==> config.mk <==
export PLATFORM = sky130hd
export DESIGN_NAME = ex_stage_unit
export DESIGN_NICKNAME = d
export VERILOG_FILES = /design/src/rtl/ex_stage_unit.sv
export SDC_FILE = /design/constraint.sdc
export NUM_CORES = 1
export LEC_CHECK = 0
export ABC_AREA = 1
export CORE_UTILIZATION = 30
export CTS_CLUSTER_DIAMETER = 150
export DETAILED_ROUTE_END_ITERATION = 12
export SYNTH_ARGS = -nofsm -noshare
export SYNTH_HDL_FRONTEND = slang
export SYNTH_SLANG_ARGS = --single-unit
==> constraint.sdc <==
create_clock -name clk -period 5.8 [get_ports clk]
set_input_delay 0.58 -clock clk [delete_from_list [all_inputs] [get_ports clk]]
set_output_delay 0.58 -clock clk [all_outputs]
set_load 0.03 [all_outputs]
==> src/rtl/ex_stage_unit.sv <==
// ex_stage_unit -- ID/EX slice of the 5-stage MIPS pipeline.
//
// Decodes the ID instruction into main control. Latches operands and control
// into the ID/EX register on the falling clock edge. In EX it selects the
// forwarded operands (MEM before WB) and runs the ALU.
//
// Ports:
//   clk, rst                    falling-edge ID/EX register, async active-high reset
//   instr_d, ctrl_en            ID instruction; ctrl_en=0 inserts a bubble
//   rs_d, rt_d, imm_d, pc_d     register data, sign-extended immediate, PC+4
//   reg_write_m/_w, write_reg_addr_m/_w, alu_out_m, write_result_w
//                               MEM / WB forwarding sources
//   *_d                         combinational ID decode (branch/jump/link/jr, target)
//   *_e                         EX results and registered control for EX/MEM
//
// Build option: define EX_OVERFLOW_EN to add ovf_e. It flags signed overflow
// of add/sub/addi and does not change the result or the writeback.
module ex_stage_unit #(
    parameter int XLEN = 32
) (
    input  logic            clk,
    input  logic            rst,
    input  logic [31:0]     instr_d,
    input  logic            ctrl_en,
    input  logic [XLEN-1:0] rs_d,
    input  logic [XLEN-1:0] rt_d,
    input  logic [XLEN-1:0] imm_d,
    input  logic [XLEN-1:0] pc_d,
    input  logic            reg_write_m,
    input  logic [4:0]      write_reg_addr_m,
    input  logic [XLEN-1:0] alu_out_m,
    input  logic            reg_write_w,
    input  logic [4:0]      write_reg_addr_w,
    input  logic [XLEN-1:0] write_result_w,
    output logic            reg_write_d,
    output logic            mem_to_reg_d,
    output logic            mem_read_d,
    output logic            mem_write_d,
    output logic            branch_d,
    output logic            branch_eq_d,
    output logic            jump_d,
    output logic            link_d,
    output logic            jr_d,
    output logic [25:0]     target_d,
    output logic            reg_write_e,
    output logic            mem_to_reg_e,
    output logic            mem_read_e,
    output logic            mem_write_e,
    output logic [4:0]      rt_addr_e,
    output logic [XLEN-1:0] alu_out_e,
    output logic [XLEN-1:0] write_data_e,
    output logic [4:0]      write_reg_addr_e,
    output logic            zero_e,
`ifdef EX_OVERFLOW_EN
    output logic            ovf_e,
`endif
    output logic [XLEN-1:0] pc_branch_e
);

    typedef enum logic [3:0] {
        ALU_ADD = 4'd0, ALU_SUB = 4'd1, ALU_AND = 4'd2, ALU_OR  = 4'd3,
        ALU_XOR = 4'd4, ALU_NOR = 4'd5, ALU_SLT = 4'd6, ALU_SLL = 4'd7,
        ALU_SRL = 4'd8, ALU_SRA = 4'd9
    } alu_op_t;

    typedef enum logic [1:0] {B_RT, B_SEXT, B_ZEXT} b_sel_t;
    typedef enum logic [1:0] {DST_RD, DST_RT, DST_RA} dst_sel_t;

    // ---------------- ID decode ----------------
    logic [5:0] w_op, w_fn;
    logic       w_reg_write, w_mem_to_reg, w_mem_read, w_mem_write;
    logic       w_branch, w_branch_eq, w_jump, w_link, w_jr, w_shamt_sel;
    alu_op_t    w_alu;
    b_sel_t     w_b_sel;
    dst_sel_t   w_dst_sel;
    logic [4:0] w_dst;

    assign w_op = instr_d[31:26];
    assign w_fn = instr_d[5:0];

    always_comb begin
        w_reg_write = 1'b0; w_mem_to_reg = 1'b0; w_mem_read = 1'b0;
        w_mem_write = 1'b0; w_branch = 1'b0; w_branch_eq = 1'b0;
        w_jump = 1'b0; w_link = 1'b0; w_jr = 1'b0; w_shamt_sel = 1'b0;
        w_alu = ALU_ADD; w_b_sel = B_RT; w_dst_sel = DST_RD;
        if (ctrl_en) begin
            case (w_op)
                6'h00: if (instr_d != '0) begin
                    w_reg_write = 1'b1;
                    case (w_fn)
                        6'h20, 6'h21: w_alu = ALU_ADD;
                        6'h22, 6'h23: w_alu = ALU_SUB;
                        6'h24: w_alu = ALU_AND;
                        6'h25: w_alu = ALU_OR;
                        6'h26: w_alu = ALU_XOR;
                        6'h27: w_alu = ALU_NOR;
                        6'h2A: w_alu = ALU_SLT;
                        6'h00: begin w_alu = ALU_SLL; w_shamt_sel = 1'b1; end
                        6'h02: begin w_alu = ALU_SRL; w_shamt_sel = 1'b1; end
                        6'h03: begin w_alu = ALU_SRA; w_shamt_sel = 1'b1; end
                        6'h04: w_alu = ALU_SLL;
                        6'h06: w_alu = ALU_SRL;
                        6'h07: w_alu = ALU_SRA;
                        6'h08: begin w_reg_write = 1'b0; w_jump = 1'b1; w_jr = 1'b1; end
                        default: w_reg_write = 1'b0;
                    endcase
                end
                6'h08, 6'h09: begin w_reg_write = 1'b1; w_b_sel = B_SEXT; w_dst_sel = DST_RT; end
                6'h0C: begin w_reg_write = 1'b1; w_alu = ALU_AND; w_b_sel = B_ZEXT; w_dst_sel = DST_RT; end
                6'h0D: begin w_reg_write = 1'b1; w_alu = ALU_OR;  w_b_sel = B_ZEXT; w_dst_sel = DST_RT; end
                6'h0E: begin w_reg_write = 1'b1; w_alu = ALU_XOR; w_b_sel = B_ZEXT; w_dst_sel = DST_RT; end
                6'h04: begin w_branch = 1'b1; w_branch_eq = 1'b1; w_alu = ALU_SUB; end
                6'h05: begin w_branch = 1'b1; w_alu = ALU_SUB; end
                6'h23: begin
                    w_reg_write = 1'b1; w_mem_to_reg = 1'b1; w_mem_read = 1'b1;
                    w_b_sel = B_SEXT; w_dst_sel = DST_RT;
                end
                6'h2B: begin w_mem_write = 1'b1; w_b_sel = B_SEXT; end
                6'h02: w_jump = 1'b1;
                6'h03: begin w_jump = 1'b1; w_link = 1'b1; w_reg_write = 1'b1; w_dst_sel = DST_RA; end
                default: ;
            endcase
        end
    end

    always_comb begin
        case (w_dst_sel)
            DST_RT:  w_dst = instr_d[20:16];
            DST_RA:  w_dst = 5'd31;
            default: w_dst = instr_d[15:11];
        endcase
    end

    assign reg_write_d  = w_reg_write;
    assign mem_to_reg_d = w_mem_to_reg;
    assign mem_read_d   = w_mem_read;
    assign mem_write_d  = w_mem_write;
    assign branch_d     = w_branch;
    assign branch_eq_d  = w_branch_eq;
    assign jump_d       = w_jump;
    assign link_d       = w_link;
    assign jr_d         = w_jr;
    assign target_d     = instr_d[25:0];

    // ---------------- ID/EX register ----------------
    logic            r_reg_write, r_mem_to_reg, r_mem_read, r_mem_write, r_link, r_shamt_sel;
    alu_op_t         r_alu;
    b_sel_t          r_b_sel;
    logic [4:0]      r_rs_addr, r_rt_addr, r_dst, r_shamt;
    logic [XLEN-1:0] r_rs, r_rt, r_imm, r_pc;

    always_ff @(negedge clk or posedge rst) begin
        if (rst) begin
            r_reg_write <= 1'b0; r_mem_to_reg <= 1'b0; r_mem_read <= 1'b0;
            r_mem_write <= 1'b0; r_link <= 1'b0; r_shamt_sel <= 1'b0;
            r_alu <= ALU_ADD; r_b_sel <= B_RT;
            r_rs_addr <= '0; r_rt_addr <= '0; r_dst <= '0; r_shamt <= '0;
            r_rs <= '0; r_rt <= '0; r_imm <= '0; r_pc <= '0;
        end else begin
            r_reg_write <= w_reg_write; r_mem_to_reg <= w_mem_to_reg;
            r_mem_read <= w_mem_read; r_mem_write <= w_mem_write;
            r_link <= w_link; r_shamt_sel <= w_shamt_sel;
            r_alu <= w_alu; r_b_sel <= w_b_sel;
            r_rs_addr <= instr_d[25:21]; r_rt_addr <= instr_d[20:16];
            r_dst <= w_dst; r_shamt <= instr_d[10:6];
            r_rs <= rs_d; r_rt <= rt_d; r_imm <= imm_d; r_pc <= pc_d;
        end
    end

    // ---------------- EX: forwarding and ALU ----------------
    logic            w_fwd_m_a, w_fwd_w_a, w_fwd_m_b, w_fwd_w_b;
    logic [XLEN-1:0] w_fwd_a, w_fwd_b, w_op_a, w_op_b, w_alu_res;
    logic [4:0]      w_sh;

    assign w_fwd_m_a = reg_write_m && (write_reg_addr_m != 5'd0) && (write_reg_addr_m == r_rs_addr);
    assign w_fwd_w_a = reg_write_w && (write_reg_addr_w != 5'd0) && (write_reg_addr_w == r_rs_addr);
    assign w_fwd_m_b = reg_write_m && (write_reg_addr_m != 5'd0) && (write_reg_addr_m == r_rt_addr);
    assign w_fwd_w_b = reg_write_w && (write_reg_addr_w != 5'd0) && (write_reg_addr_w == r_rt_addr);

    assign w_fwd_a = w_fwd_m_a ? alu_out_m : (w_fwd_w_a ? write_result_w : r_rs);
    assign w_fwd_b = w_fwd_m_b ? alu_out_m : (w_fwd_w_b ? write_result_w : r_rt);

    assign w_op_a = r_shamt_sel ? {{(XLEN-5){1'b0}}, r_shamt} : w_fwd_a;

    always_comb begin
        case (r_b_sel)
            B_SEXT:  w_op_b = r_imm;
            B_ZEXT:  w_op_b = {{(XLEN-16){1'b0}}, r_imm[15:0]};
            default: w_op_b = w_fwd_b;
        endcase
    end

    assign w_sh = w_op_a[4:0];

    always_comb begin
        case (r_alu)
            ALU_SUB: w_alu_res = w_op_a - w_op_b;
            ALU_AND: w_alu_res = w_op_a & w_op_b;
            ALU_OR:  w_alu_res = w_op_a | w_op_b;
            ALU_XOR: w_alu_res = w_op_a ^ w_op_b;
            ALU_NOR: w_alu_res = ~(w_op_a | w_op_b);
            ALU_SLT: w_alu_res = {{(XLEN-1){1'b0}}, ($signed(w_op_a) < $signed(w_op_b))};
            ALU_SLL: w_alu_res = w_op_b << w_sh;
            ALU_SRL: w_alu_res = w_op_b >> w_sh;
            ALU_SRA: w_alu_res = $unsigned($signed(w_op_b) >>> w_sh);
            default: w_alu_res = w_op_a + w_op_b;
        endcase
    end

    assign alu_out_e        = r_link ? r_pc : w_alu_res;
    assign zero_e           = (w_alu_res == '0);
    assign write_data_e     = w_fwd_b;
    assign write_reg_addr_e = r_dst;
    assign rt_addr_e        = r_rt_addr;
    assign pc_branch_e      = r_pc + {r_imm[XLEN-3:0], 2'b00};
    assign reg_write_e      = r_reg_write;
    assign mem_to_reg_e     = r_mem_to_reg;
    assign mem_read_e       = r_mem_read;
    assign mem_write_e      = r_mem_write;

`ifdef EX_OVERFLOW_EN
    // Only add/sub/addi trap-class ops flag overflow; unsigned variants never do.
    logic w_ovf_chk, r_ovf_chk;
    assign w_ovf_chk = ctrl_en && ((w_op == 6'h00 && (w_fn == 6'h20 || w_fn == 6'h22)) || w_op == 6'h08);

    always_ff @(negedge clk or posedge rst) begin
        if (rst) r_ovf_chk <= 1'b0;
        else     r_ovf_chk <= w_ovf_chk;
    end

    always_comb begin
        ovf_e = 1'b0;
        if (r_ovf_chk) begin
            if (r_alu == ALU_SUB)
                ovf_e = (w_op_a[XLEN-1] != w_op_b[XLEN-1]) && (w_alu_res[XLEN-1] != w_op_a[XLEN-1]);
            else
                ovf_e = (w_op_a[XLEN-1] == w_op_b[XLEN-1]) && (w_alu_res[XLEN-1] != w_op_a[XLEN-1]);
        end
    end
`endif

endmodule

==> results of run 1 <==
-- worst max-delay path: cells and delay by family, from the launching register on --
family,cells,cell delay [ps]
fa+ha+maj,2,470
xor+xnor,1,160
flops,1,480
compound gates,3,250
buf+inv,7,620
simple gates,23,2290
-- flip-flops by register name, summed over array words and instances (netlist names) --
| register | flops |
|---|---|
| r_pc | 32 |
| r_rs_addr | 5 |
| write_reg_addr_e | 5 |
| reg_write_e | 1 |
| r_shamt_sel | 1 |
| r_rs | 32 |
| rt_addr_e | 5 |
| mem_write_e | 1 |
| r_imm | 32 |
| r_shamt | 5 |
| r_alu | 4 |
| r_link | 1 |
| r_b_sel | 2 |
| mem_read_e | 1 |
| r_rt | 32 |
-- final timing paths --
path	from	to	slack, ps	cells after the start
max in group asynchronous	rst	r_pc[19]$_DFF_NP0_	1730	3
setup / recovery	rt_addr_e[0]$_DFF_NP0_	zero_e	-2360	36
min in group asynchronous	rst	r_rt[14]$_DFF_NP0_	3320	2
hold / removal	alu_out_m[6]	write_data_e[6]	2000	4
-- logic make-up after synthesis --
kind of cell             synth area share
XOR/XNOR                          0.02042
buffers and inverters              0.1342
flip-flops                         0.2017
adder cells (fa/ha/maj)           0.07661
multiplexers                     0.001141
AND/OR/NAND/NOR                    0.4480
AO/OA/AOI/OAI                      0.1180
-- cell usage after synthesis, types with 22 or more instances --
cell      number  share of area
nand2_1     1006           0.19
nand3_1      596           0.15
inv_1        406          0.077
nor2_1       211          0.040
dfrtn_1      159           0.20
o21ai_0      133          0.034
a21oi_1      125          0.032
ha_1         116          0.074
clkbuf_1      59          0.011
buf_4         50          0.019
buf_2         36         0.0091
nand2_2       34          0.011
nand4_1       34          0.011
nor3_1        34         0.0086
xor2_1        33          0.015
nand3_2       27          0.014
o21ai_1       22         0.0056
-- per-stage QoR --
stage                     cell area [um2]  TNS, ps  instances  utilization
after floorplan                     20500   -47480       3320            -
after global placement              31020   -66010       5224       0.4794
after detailed placement            31020   -66700       5224       0.4794
after CTS                           33890   -90970       5324       0.5238
after global routing                35200  -108290       5355       0.5441
final                               35200   -98310       5355       0.5441
-- placed cells by master (no fill, tap or decap), drive strengths merged, types with 5 or more instances in the layout --
cell,synthesis,layout
nand2,1047,1047
buf,107,1012
nand3,625,625
inv,425,429
clkdlybuf4s50,0,289
nor2,221,221
dfrtn,159,159
o21ai,157,157
a21oi,125,125
ha,116,116
nand4,34,34
nor3,34,34
xor2,33,33
a221oi,20,20
clkbuf,59,18
o211ai,18,18
o22ai,17,17
clkinv,11,17
a31oi,14,14
xnor2,13,13
nand3b,9,9
or2,9,9
a21boi,9,9
o2111ai,7,7
bufbuf,0,6
o21bai,6,6
nor4,6,6
a211oi,6,6
diode,0,5
clkinvlp,0,5
-- final cells by class --
type	count	area share
sequential	159	0.1130
clock inverter	15	0.004941
timing repair buffer	1309	0.3398
multi-input combinational	2559	0.4515
antenna	5	0.0003555
tap	855	0.03039
clock buffer	17	0.01209
inverter	436	0.04792
-- metal layers --
layer | GRT usage | wire length, um | up-vias
met1 | 0.4435 | 48110 | 12900
met5 | 0 | 0 | -
met2 | 0.5464 | 53100 | 1278
met4 | 0.1588 | 5814 | 0
li1 | - | - | 13160
met3 | 0.04098 | 8309 | 208
-- power breakdown --
group          internal, W  switching [W]  total (W)
Combinational      0.00196        0.00235    0.00431
Clock             0.000579       0.000569    0.00115
Sequential         0.00117      0.0000396    0.00121
Total              0.00372        0.00296    0.00667
-- timing repair --
item / in CTS / in global routing
pin swaps: 93 / 99
hold buffers: 0 / 0
endpoints found under the setup margin: 74 / 86
setup buffers: 65 / 38
resized for setup: 376 / 303
gates cloned: 10 / 1
==> results_tabular.tex, run 1 <==
\begin{tabular}{lr}
\hline
Metric & Value \\
\hline
\multicolumn{2}{l}{\textbf{Layout}} \\
\quad Share of cells above drive strength 1 & 0.3671 \\
\quad Area used by multi-input combinational logic & 0.01589 mm2 \\
\quad Number of fill cells in the layout & roughly 6400 \\
\quad Final layout net count & 4840 \\
\quad Layout area overhead & 78.41\% \\
\quad FF/Latch Area & between 0.003 and 0.004 mm2 \\
\multicolumn{2}{l}{\textbf{Floorplan}} \\
\quad CORE AREA & 0.06470 mm2 \\
\quad Starting density of the core & 0.3049 \\
\quad Die footprint & 0.06679 mm2 \\
\quad Die width & around 260 um \\
\quad Number of placement rows & 93 \\
\quad Die boundary height & $\sim$260 um \\
\quad Boundary pin count & 385 \\
\multicolumn{2}{l}{\textbf{Timing}} \\
\quad Setup WS post-layout & -2364 ps \\
\quad Final hold violation count & 0 \\
\quad Worst slew slack as a fraction of its limit & 0.5708 \\
\quad Final hold slack & 1998 ps \\
\quad RSZ-0062 raised after global routing & yes \\
\quad Final-report setup violation count & 71 \\
\quad Transition time at the pin with the least slew margin & $\sim$640 ps \\
\quad Fin. max-slew vios & 0 \\
\multicolumn{2}{l}{\textbf{Worst setup path}} \\
\quad Critical Setup Path Class & flop to primary output \\
\quad Critical Path Sink Type & primary output \\
\quad CP Max Fanout & 3 \\
\quad Arrival @ worst endpoint & around 7600 ps \\
\quad Maximum single-stage delay on the critical path & 480 ps \\
\quad Master of the slowest instance on the critical path & dfrtn\_1 \\
\quad Nature of the critical path startpoint & flop \\
\quad Required time of the critical path & 5220 ps \\
\multicolumn{2}{l}{\textbf{Hold path}} \\
\quad Worst min path class & primary input to primary output \\
\multicolumn{2}{l}{\textbf{Yosys}} \\
\quad Synth Register Bits & 159 \\
\quad Post-Syn Instances & 3320 \\
\quad Mean instance size in the synthesized netlist & slightly below 6 um2 \\
\quad Top flip-flop cell by instance count after synthesis & dfrtn\_1 \\
\quad Count of flip-flops with a built-in enable after synthesis & 0 \\
\quad Fraction of the yosys area taken by sequential cells & 0.2017 \\
\quad Number of distinct library cells after synthesis & 59 \\
\quad Post-Synthesis Net Count & 3678 \\
\quad Synth Cell Area & 0.01973 mm2 \\
\quad Yosys warning count & 0 \\
\quad Synth async-reset ratio & 1.000 \\
\multicolumn{2}{l}{\textbf{Global route}} \\
\quad Pin count of the biggest net entering global routing & 70 \\
\quad Wire length of the first global-routing pass & approximately 170000 um \\
\quad Total Routing Usage GR & 0.3368 \\
\quad Number of antenna violations at the first check in global routing & 5 \\
\quad Overflow left after global routing & 0 \\
\quad Number of global-route vias before repair & between 20000 and 30000 \\
\multicolumn{2}{l}{\textbf{Run status}} \\
\quad Violations in the final reports & negative setup slack \\
\quad Run status & complete, but fails checks \\
\multicolumn{2}{l}{\textbf{Detailed routing}} \\
\quad Number of DRC markers in iteration 0 & approximately 2800 \\
\quad Final antenna-violating net count & 0 \\
\quad Residual DRC count & 0 \\
\quad Number of search-and-repair iterations in the first detailed-routing pass & 5 \\
\quad Wire length per cell after detailed routing & 21.54 um \\
\quad Via-per-instance ratio & just over 5 \\
\quad Wire length after detailed routing & approximately 120000 um \\
\quad Via count & 27540 \\
\multicolumn{2}{l}{\textbf{Power}} \\
\quad Standby leakage power & 17.56 nW \\
\quad PwrDens & approximately 190 mW/mm2 \\
\quad Max IR drop VDD & 237.8 uV \\
\quad Final Total Pwr & 0.006672 W \\
\multicolumn{2}{l}{\textbf{Place}} \\
\quad Worst setup slack before clock tree synthesis & -2078 ps \\
\quad Post-detail-place hpwl & approximately 95000 um \\
\quad Routability Congestion & 1.012 \\
\quad Port buffer count & around 380 \\
\multicolumn{2}{l}{\textbf{Clock tree}} \\
\quad Number of CTS-inserted buffers & 17 \\
\quad Number of H-tree levels & 4 \\
\quad Cell chosen for the clock root & clkbuf\_16 \\
\quad TritonCTS clock tree & done \\
\quad Clock tree buffer depth & 2 \\
\quad Clock transition at path regs & 50 ps \\
\quad Number of clock sinks & roughly 160 \\
\multicolumn{2}{l}{\textbf{Job}} \\
\quad Max-cap check violation count & 0 \\
\hline
\end{tabular}
(Power assumes the default switching activity.)
==> run 2, diff against run 1 <==
Settings changed: CTS_CLUSTER_DIAMETER 150 to 30.
==> results of run 2 <==
Final layout, timing and power as in run 1 (identical DEF).
